===== src/rtl/ifetch_unit.sv =====
// ifetch_unit: PC owner and fetch stage feeding decode through a 3-entry buffer,
// hiding the instruction memory's one-cycle read latency.
module ifetch_unit #(
    parameter logic [31:0] RESET_PC   = 32'h0000_0000,
    parameter int          IMEM_DEPTH = 64,
    parameter int          BUF_DEPTH  = 3
) (
    input  logic        clk,
    input  logic        reset,
    input  logic        fetch_en,
    input  logic        redirect_valid,
    input  logic [31:0] redirect_pc,
    output logic [31:0] imem_addr,
    input  logic [31:0] imem_instr,
    output logic        id_valid,
    input  logic        id_ready,
    output logic [31:0] id_instr,
    output logic [31:0] id_pc,
    output logic        fetch_fault
);
    typedef enum logic [1:0] {IDLE, RUN, FAULT} state_t;

    state_t      state_q, state_d;
    logic [31:0] pc_q, pc_d, pending_pc_q, pending_pc_d;
    logic        pending_q, pending_d;
    logic [31:0] buf_pc_q [BUF_DEPTH];
    logic [31:0] buf_pc_d [BUF_DEPTH];
    logic [31:0] buf_instr_q [BUF_DEPTH];
    logic [31:0] buf_instr_d [BUF_DEPTH];
    logic [1:0]  wr_ptr_q, wr_ptr_d, rd_ptr_q, rd_ptr_d, count_q, count_d;
    logic [31:0] hold_pc_q, hold_pc_d, hold_instr_q, hold_instr_d;
    logic        issue, push, pop;

    function automatic logic bad_pc(input logic [31:0] a);
        return (a[1:0] != 2'b00) || ({2'b00, a[31:2]} >= 32'(IMEM_DEPTH));
    endfunction

    function automatic logic [1:0] inc(input logic [1:0] p);
        return (p == 2'(BUF_DEPTH - 1)) ? 2'd0 : p + 2'd1;
    endfunction

    assign imem_addr   = {2'b00, pc_q[31:2]};
    assign id_valid    = count_q != 2'd0;
    assign fetch_fault = state_q == FAULT;
    // Head is shown while valid; otherwise the last shown pair is held.
    assign id_pc       = id_valid ? buf_pc_q[rd_ptr_q] : hold_pc_q;
    assign id_instr    = id_valid ? buf_instr_q[rd_ptr_q] : hold_instr_q;

    always_comb begin
        // Counting the in-flight read keeps its response from ever hitting a full buffer.
        issue = (state_q == RUN) && fetch_en && !redirect_valid && !bad_pc(pc_q) &&
                ((3'(count_q) + 3'(pending_q)) < 3'(BUF_DEPTH));
        push = pending_q && !redirect_valid;
        pop = id_valid && id_ready && !redirect_valid;
        pc_d = redirect_valid ? redirect_pc : issue ? pc_q + 32'd4 : pc_q;
        pending_d = issue;
        pending_pc_d = issue ? pc_q : pending_pc_q;
        buf_pc_d = buf_pc_q;
        buf_instr_d = buf_instr_q;
        if (push) begin
            buf_pc_d[wr_ptr_q] = pending_pc_q;
            buf_instr_d[wr_ptr_q] = imem_instr;
        end
        wr_ptr_d = redirect_valid ? 2'd0 : push ? inc(wr_ptr_q) : wr_ptr_q;
        rd_ptr_d = redirect_valid ? 2'd0 : pop ? inc(rd_ptr_q) : rd_ptr_q;
        count_d = redirect_valid ? 2'd0 : count_q + 2'(push) - 2'(pop);
        hold_pc_d = id_pc;
        hold_instr_d = id_instr;
        state_d = state_q;
        if (redirect_valid)
            state_d = bad_pc(redirect_pc) ? FAULT : (state_q == IDLE && !fetch_en) ? IDLE : RUN;
        else if (state_q == IDLE)
            state_d = fetch_en ? RUN : IDLE;
        else if (state_q == RUN && bad_pc(pc_q))
            state_d = FAULT;
    end

    always_ff @(posedge clk) begin
        if (reset) begin
            state_q <= IDLE;
            pc_q <= RESET_PC;
            pending_q <= 1'b0;
            pending_pc_q <= '0;
            buf_pc_q <= '{default: '0};
            buf_instr_q <= '{default: '0};
            wr_ptr_q <= '0;
            rd_ptr_q <= '0;
            count_q <= '0;
            hold_pc_q <= '0;
            hold_instr_q <= '0;
        end else begin
            state_q <= state_d;
            pc_q <= pc_d;
            pending_q <= pending_d;
            pending_pc_q <= pending_pc_d;
            buf_pc_q <= buf_pc_d;
            buf_instr_q <= buf_instr_d;
            wr_ptr_q <= wr_ptr_d;
            rd_ptr_q <= rd_ptr_d;
            count_q <= count_d;
            hold_pc_q <= hold_pc_d;
            hold_instr_q <= hold_instr_d;
        end
    end
endmodule


===== config.mk =====
export PLATFORM = sky130hd
export DESIGN_NAME = ifetch_unit
export DESIGN_NICKNAME = d
export VERILOG_FILES = /design/src/rtl/ifetch_unit.sv
export SDC_FILE = /design/constraint.sdc
export NUM_CORES = 1
export LEC_CHECK = 0
export CAP_MARGIN = 40
export CORE_MARGIN = 1
export CORE_UTILIZATION = 33
export DETAILED_ROUTE_END_ITERATION = 10
export SLEW_MARGIN = 10
export SYNTH_ARGS = -nofsm -noshare
export SYNTH_HDL_FRONTEND = slang
export SYNTH_SLANG_ARGS = --single-unit

===== constraint.sdc =====
create_clock -name clk -period 2.08 [get_ports clk]
set_input_delay 0.416 -clock clk [delete_from_list [all_inputs] [get_ports clk]]
set_output_delay 0.416 -clock clk [all_outputs]
set_load 0.02 [all_outputs]

After elaboration in Yosys (flattened, before gate mapping)
Index checks and enable logic that the tools add are counted.
{"block": "totals", "register_bits": 329, "input_bits": 69, "out_inout_bits": 98}
{"block": "classes", "add_sub_neg": 6, "order_cmp": 6, "n_eq_ne": 4, "mux": 22, "bitwise_logic": 2, "reduce_logical": 22}
{"cell": "$mux W32", "count": 9}
{"cell": "$bwmux W96", "count": 2}
{"cell": "$bmux W32 S2", "count": 2}
{"cell": "$demux W32 S2", "count": 1}
{"cell": "$ge A30 B7 Y1 const B", "count": 2}
{"cell": "$add A32 B3 Y32 const B", "count": 1}
{"cell": "$mux W2", "count": 6}
{"cell": "$logic_and A1 B1 Y1", "count": 10}
{"cell": "$reduce_bool A2 Y1", "count": 4}
{"cell": "$eq A2 B2 Y1 const B", "count": 3}
{"cell": "$ge A3 B3 Y1 const B", "count": 2}
{"cell": "$not A2 Y3", "count": 2}
{"cell": "$add A2 B1 Y2 const B", "count": 2}
{"cell": "$add A2 B1 Y3", "count": 1}
{"cell": "$logic_not A1 Y1", "count": 3}
{"cell": "$lt A3 B1 Y1 const B", "count": 1}
{"cell": "$lt A3 B2 Y1 const B", "count": 1}
{"cell": "$reduce_bool A3 Y1", "count": 1}
{"cell": "$add A2 B1 Y2", "count": 1}
{"cell": "$eq A2 B1 Y1 const B", "count": 1}
{"cell": "$logic_not A2 Y1", "count": 1}
{"cell": "$logic_or A1 B1 Y1", "count": 2}
{"cell": "$mux W1", "count": 2}
{"cell": "$reduce_or A2 Y1", "count": 1}
{"cell": "$sub A2 B1 Y2", "count": 1}

Depth between registers and ports, before layout
Gate-level depths: netlist of run 1.
{"block": "logic_depth", "word_depth": 7, "mapped_depth": 11, "ltp_nobuf": 9}

Least setup slack after synthesis of run 1
No wires, ideal clock.
{"block": "synth_timing", "kind": "reg-to-output", "from": "register count_q[0]", "to": "output id_instr[22]", "arrival_ps": 1590, "setup_slack_ps": 74, "stages_incl_launch_ff": 6, "path_buffers": 3, "path_cell_list": "dfxtp_1 or2_2 clkbuf_1 clkbuf_1 clkbuf_1 a21oi_1"}
{"block": "synth_between", "elab_chain_cells": 2}
{"element": "from (decl)", "line": "30", "source": "logic [1:0] wr_ptr_q, wr_ptr_d, rd_ptr_q, rd_ptr_d, count_q, count_d;"}
{"element": "from (signal assigned)", "line": "100", "source": "count_q <= count_d;"}
{"element": "$reduce_bool A2 Y1", "line": "43", "source": "assign id_valid = count_q != 2'd0;"}
{"element": "via id_valid", "line": "15", "source": "output logic id_valid,"}
{"element": "$mux W32", "line": "47", "source": "assign id_instr = id_valid ? buf_instr_q[rd_ptr_q] : hold_instr_q;"}
{"element": "to (decl)", "line": "17", "source": "output logic [31:0] id_instr,"}
The timed path passes the listed nets, and every way through them passes these cells.

Worst setup path after layout of run 1
{"block": "layout_timing", "from": "register rd_ptr_q[0]", "to": "output id_instr[7]"}
{"block": "layout_between", "elab_chain_cells": 5}
{"element": "from (decl)", "line": "30"}
{"element": "from (signal assigned)", "line": "99", "source": "rd_ptr_q <= rd_ptr_d;"}
{"element": "$not A2 Y3 (not written as such)", "line": "47"}
{"element": "$bmux W32 S2", "line": "47"}
{"element": "$mux W32 (not written as such) (2 in a row)", "line": "47"}
{"element": "$mux W32", "line": "47"}
No other way between the ends. The select of a mux whose other input is x is not followed.

==> results of run 1 <==
[repair_timing]
item | 4_1_cts | 5_1_grt
setup endpoints to repair | 83 | 98
buffers inserted | 15 | 14
gates resized for setup | 325 | 158
gates cloned | 3 | 6
pin swaps | 3 | 20
[through the flow]
stage,util,power (mW),instances,setup TNS (ns),worst slack [ns]
2_1_floorplan,-,6.81,1609,0,0.0737
3_3_place_gp,0.396,7.08,2213,-9.41,-0.270
3_5_place_dp,0.396,7.09,2213,-10.24,-0.236
4_1_cts,0.436,14.2,2300,-20.19,-0.441
5_1_grt,0.454,14.5,2320,-23.16,-0.484
6_report,0.454,14.0,2322,-16.40,-0.365
[power by group]
part	internal (mW)	leakage [nW]	switching [mW]
sequential	6.34	2.66	0.0418
clock	4.41	0.663	2.68
combinational	0.256	3.00	0.305
[cell usage after synthesis (3+ instances only)]
cell / count
nor2b_1: 68
nor2_1: 106
and2_1: 27
nand2_1: 421
o221ai_1: 33
dfxtp_1: 329
nand3_1: 3
ha_1: 6
a211oi_1: 3
clkbuf_1: 84
nor4_2: 4
xor2_1: 4
buf_4: 33
nand4_1: 3
mux2i_1: 98
or2_2: 3
nor4_1: 13
inv_1: 12
buf_1: 13
a21oi_1: 264
o21a_1: 37
buf_2: 23
[per-layer routing]
layer	GRT usage	share of wire
met5	0	0
met4	0.0497	0.017
met3	0.0372	0.050
met2	0.304	0.48
met1	0.241	0.46
[state kept, by name (all words and copies together), names as in the netlist]
name and cells:
wr_ptr_q 2, hold_pc_q 32, pc_q 32, pending_pc_q 32, hold_instr_q 32, pending_q 1
state_q 2, buf_instr_q 96, buf_pc_q 96, count_q 2, rd_ptr_q 2
[layout make-up]
cell class              count  area [sq um]
flip-flops and latches    329          6600
fillers                  3809         21700
inverters                  12          45.0
clock inverters            12           163
clock buffers              58          1180
diodes                      2          5.00
well taps                 525           657
multi-input cells        1115          6430
repair buffers            269          2980
[worst max-delay path, stage by stage (launching register included)]
cell       delay, ns
dfxtp_4         0.39
buf_6           0.14
clkbuf_16       0.15
buf_6           0.11
mux2i_1         0.11
nor2_1          0.15
a21oi_2         0.06
a21oi_2         0.21
buf_4           0.18
[worst paths after layout]
kind                                   start            to  depth (start not counted)
worst max-delay path             rd_ptr_q[0]   id_instr[7]                          8
worst min-delay path                   reset  hold_pc_q[8]                          2
worst max register to register    count_q[0]    count_q[1]                         10
worst min register to register  buf_pc_q[18]  buf_pc_q[18]                          2
[kinds of logic (layout without fill, tap and decap cells)]
kind of cell	Yosys count	in the layout	synth area share
adders and majority gates	6	6	0.00565
buffers and inverters	165	351	0.0581
AOI/OAI and AO/OA	343	343	0.147
other	1	4	0.000282
muxes	98	98	0.0739
xor gates and xnor gates	6	6	0.00396
DFF	329	329	0.496
and+or+nand+nor	660	660	0.215
==> out/qor.yml, run 1 <==
clock_network:
  cts_root_buf: "clkbuf_16"
  clockBufferDepth: 3
  htreeDepth: 2
  cts_made_buffers: 38
  numClockSinks: 329
  cts_tree: "built"
  path_clk_slew_ns: 0.06
  clk_latency_ns: 0.54
  postCtsHoldBufs: 0
place:
  place.gp.congestion: 0.771
  dpl_cell_area_sq_um: 15700
  portBuffers: 164
  hpwl_microns: 22400
final_layout:
  mostFrequentLayoutCells: "nand2_1, dfxtp_1, a21oi_1"
  drive_above_1_share: 0.188
  final_common_cell: "nand2_1"
  finalNetCount: 1840
  fin_area_sq_um: 18000
  area_growth_pct: 35.9
synthesis:
  ys.flop_type: "dfxtp_1"
  synth_top_area_frac: 0.496
  async_reset_ff_frac: 0
  ys_types: 38
  yosysTopAreaCell: "dfxtp_1"
  synth_area_leaders: "dfxtp_1, nand2_1, a21oi_1, mux2i_1, nor2b_1"
  synth_edf_count: 0
  ys_seq_area_frac: 0.496
  syn_inst: 1608
  syn_area_per_cell_sq_um: 8.26
  synth-warning-count: 0
  ys_seq_elements: 329
  synth_area_sq_um: 13300
routing:
  wl_per_cell_microns: 16.5
  first_pass_iters: 5
  vias: 11400
  drtIter0Drc: 584
  ant_nets: 0
  drc: 0
  routed_wl_microns: 38300
  vias_per_cell: 4.91
worst_setup_path:
  crit_required_ns: 1.66
  worstPathMaxFanout: 7
  end_kind: "output pin"
  start_kind: "flop"
  worstPathArrival_ns: 2.03
  crit_type: "flop to output pin"
  worst-r2r-setup-slack_ns: 0.09
sta:
  rsz0062_at_grt: "true"
  whs_ns: 0.278
  period_minus_slack_ns: 2.45
  clock_skew_ns: 0.0119
  finalSetupViolCount: 64
  hold_violations: 0
  max_freq_mhz: 409
  finalCritPeriodShare: 1.18
  fin_ws_ns: -0.365
  drv_slew: 0
global_route:
  grt_pass1_vias: 11100
  grt_antenna_before_repair: 0
  grt_first_pass_wirelength_microns: 60300
  grt_max_degree: 86
  grt_util_all_layers: 0.183
  grt_overflow_total: 0
floorplanning:
  die_h_microns: 203
  die_area_sq_um: 41100
  dieWidth_microns: 203
  core_sq_um: 39700
  row_count: 73
  start_util: 0.334
  io_pins: 167
outcome:
  status: "finished with violations"
  violations: "negative setup slack"
pwr:
  power.density_nw_per_um2: 777
  power.leakage_nw: 6.33
  irDropWorstVdd_v: 0.000556
job:
  max-cap-violations: 0
worst_hold_path:
  hold_class: "primary input to flop"
Note: power is estimated with default switching activity, not from simulation.
==> run 2, diff against run 1 <==
--- a/config.mk
+++ b/config.mk
@@ -9,7 +9,7 @@
 export CORE_MARGIN = 1
 export CORE_UTILIZATION = 33
 export DETAILED_ROUTE_END_ITERATION = 10
-export SLEW_MARGIN = 10
+export SLEW_MARGIN = 5
 export SYNTH_ARGS = -nofsm -noshare
 export SYNTH_HDL_FRONTEND = slang
 export SYNTH_SLANG_ARGS = --single-unit
==> results of run 2 <==
The final DEF is identical to that of run 1; final timing and power are the same.
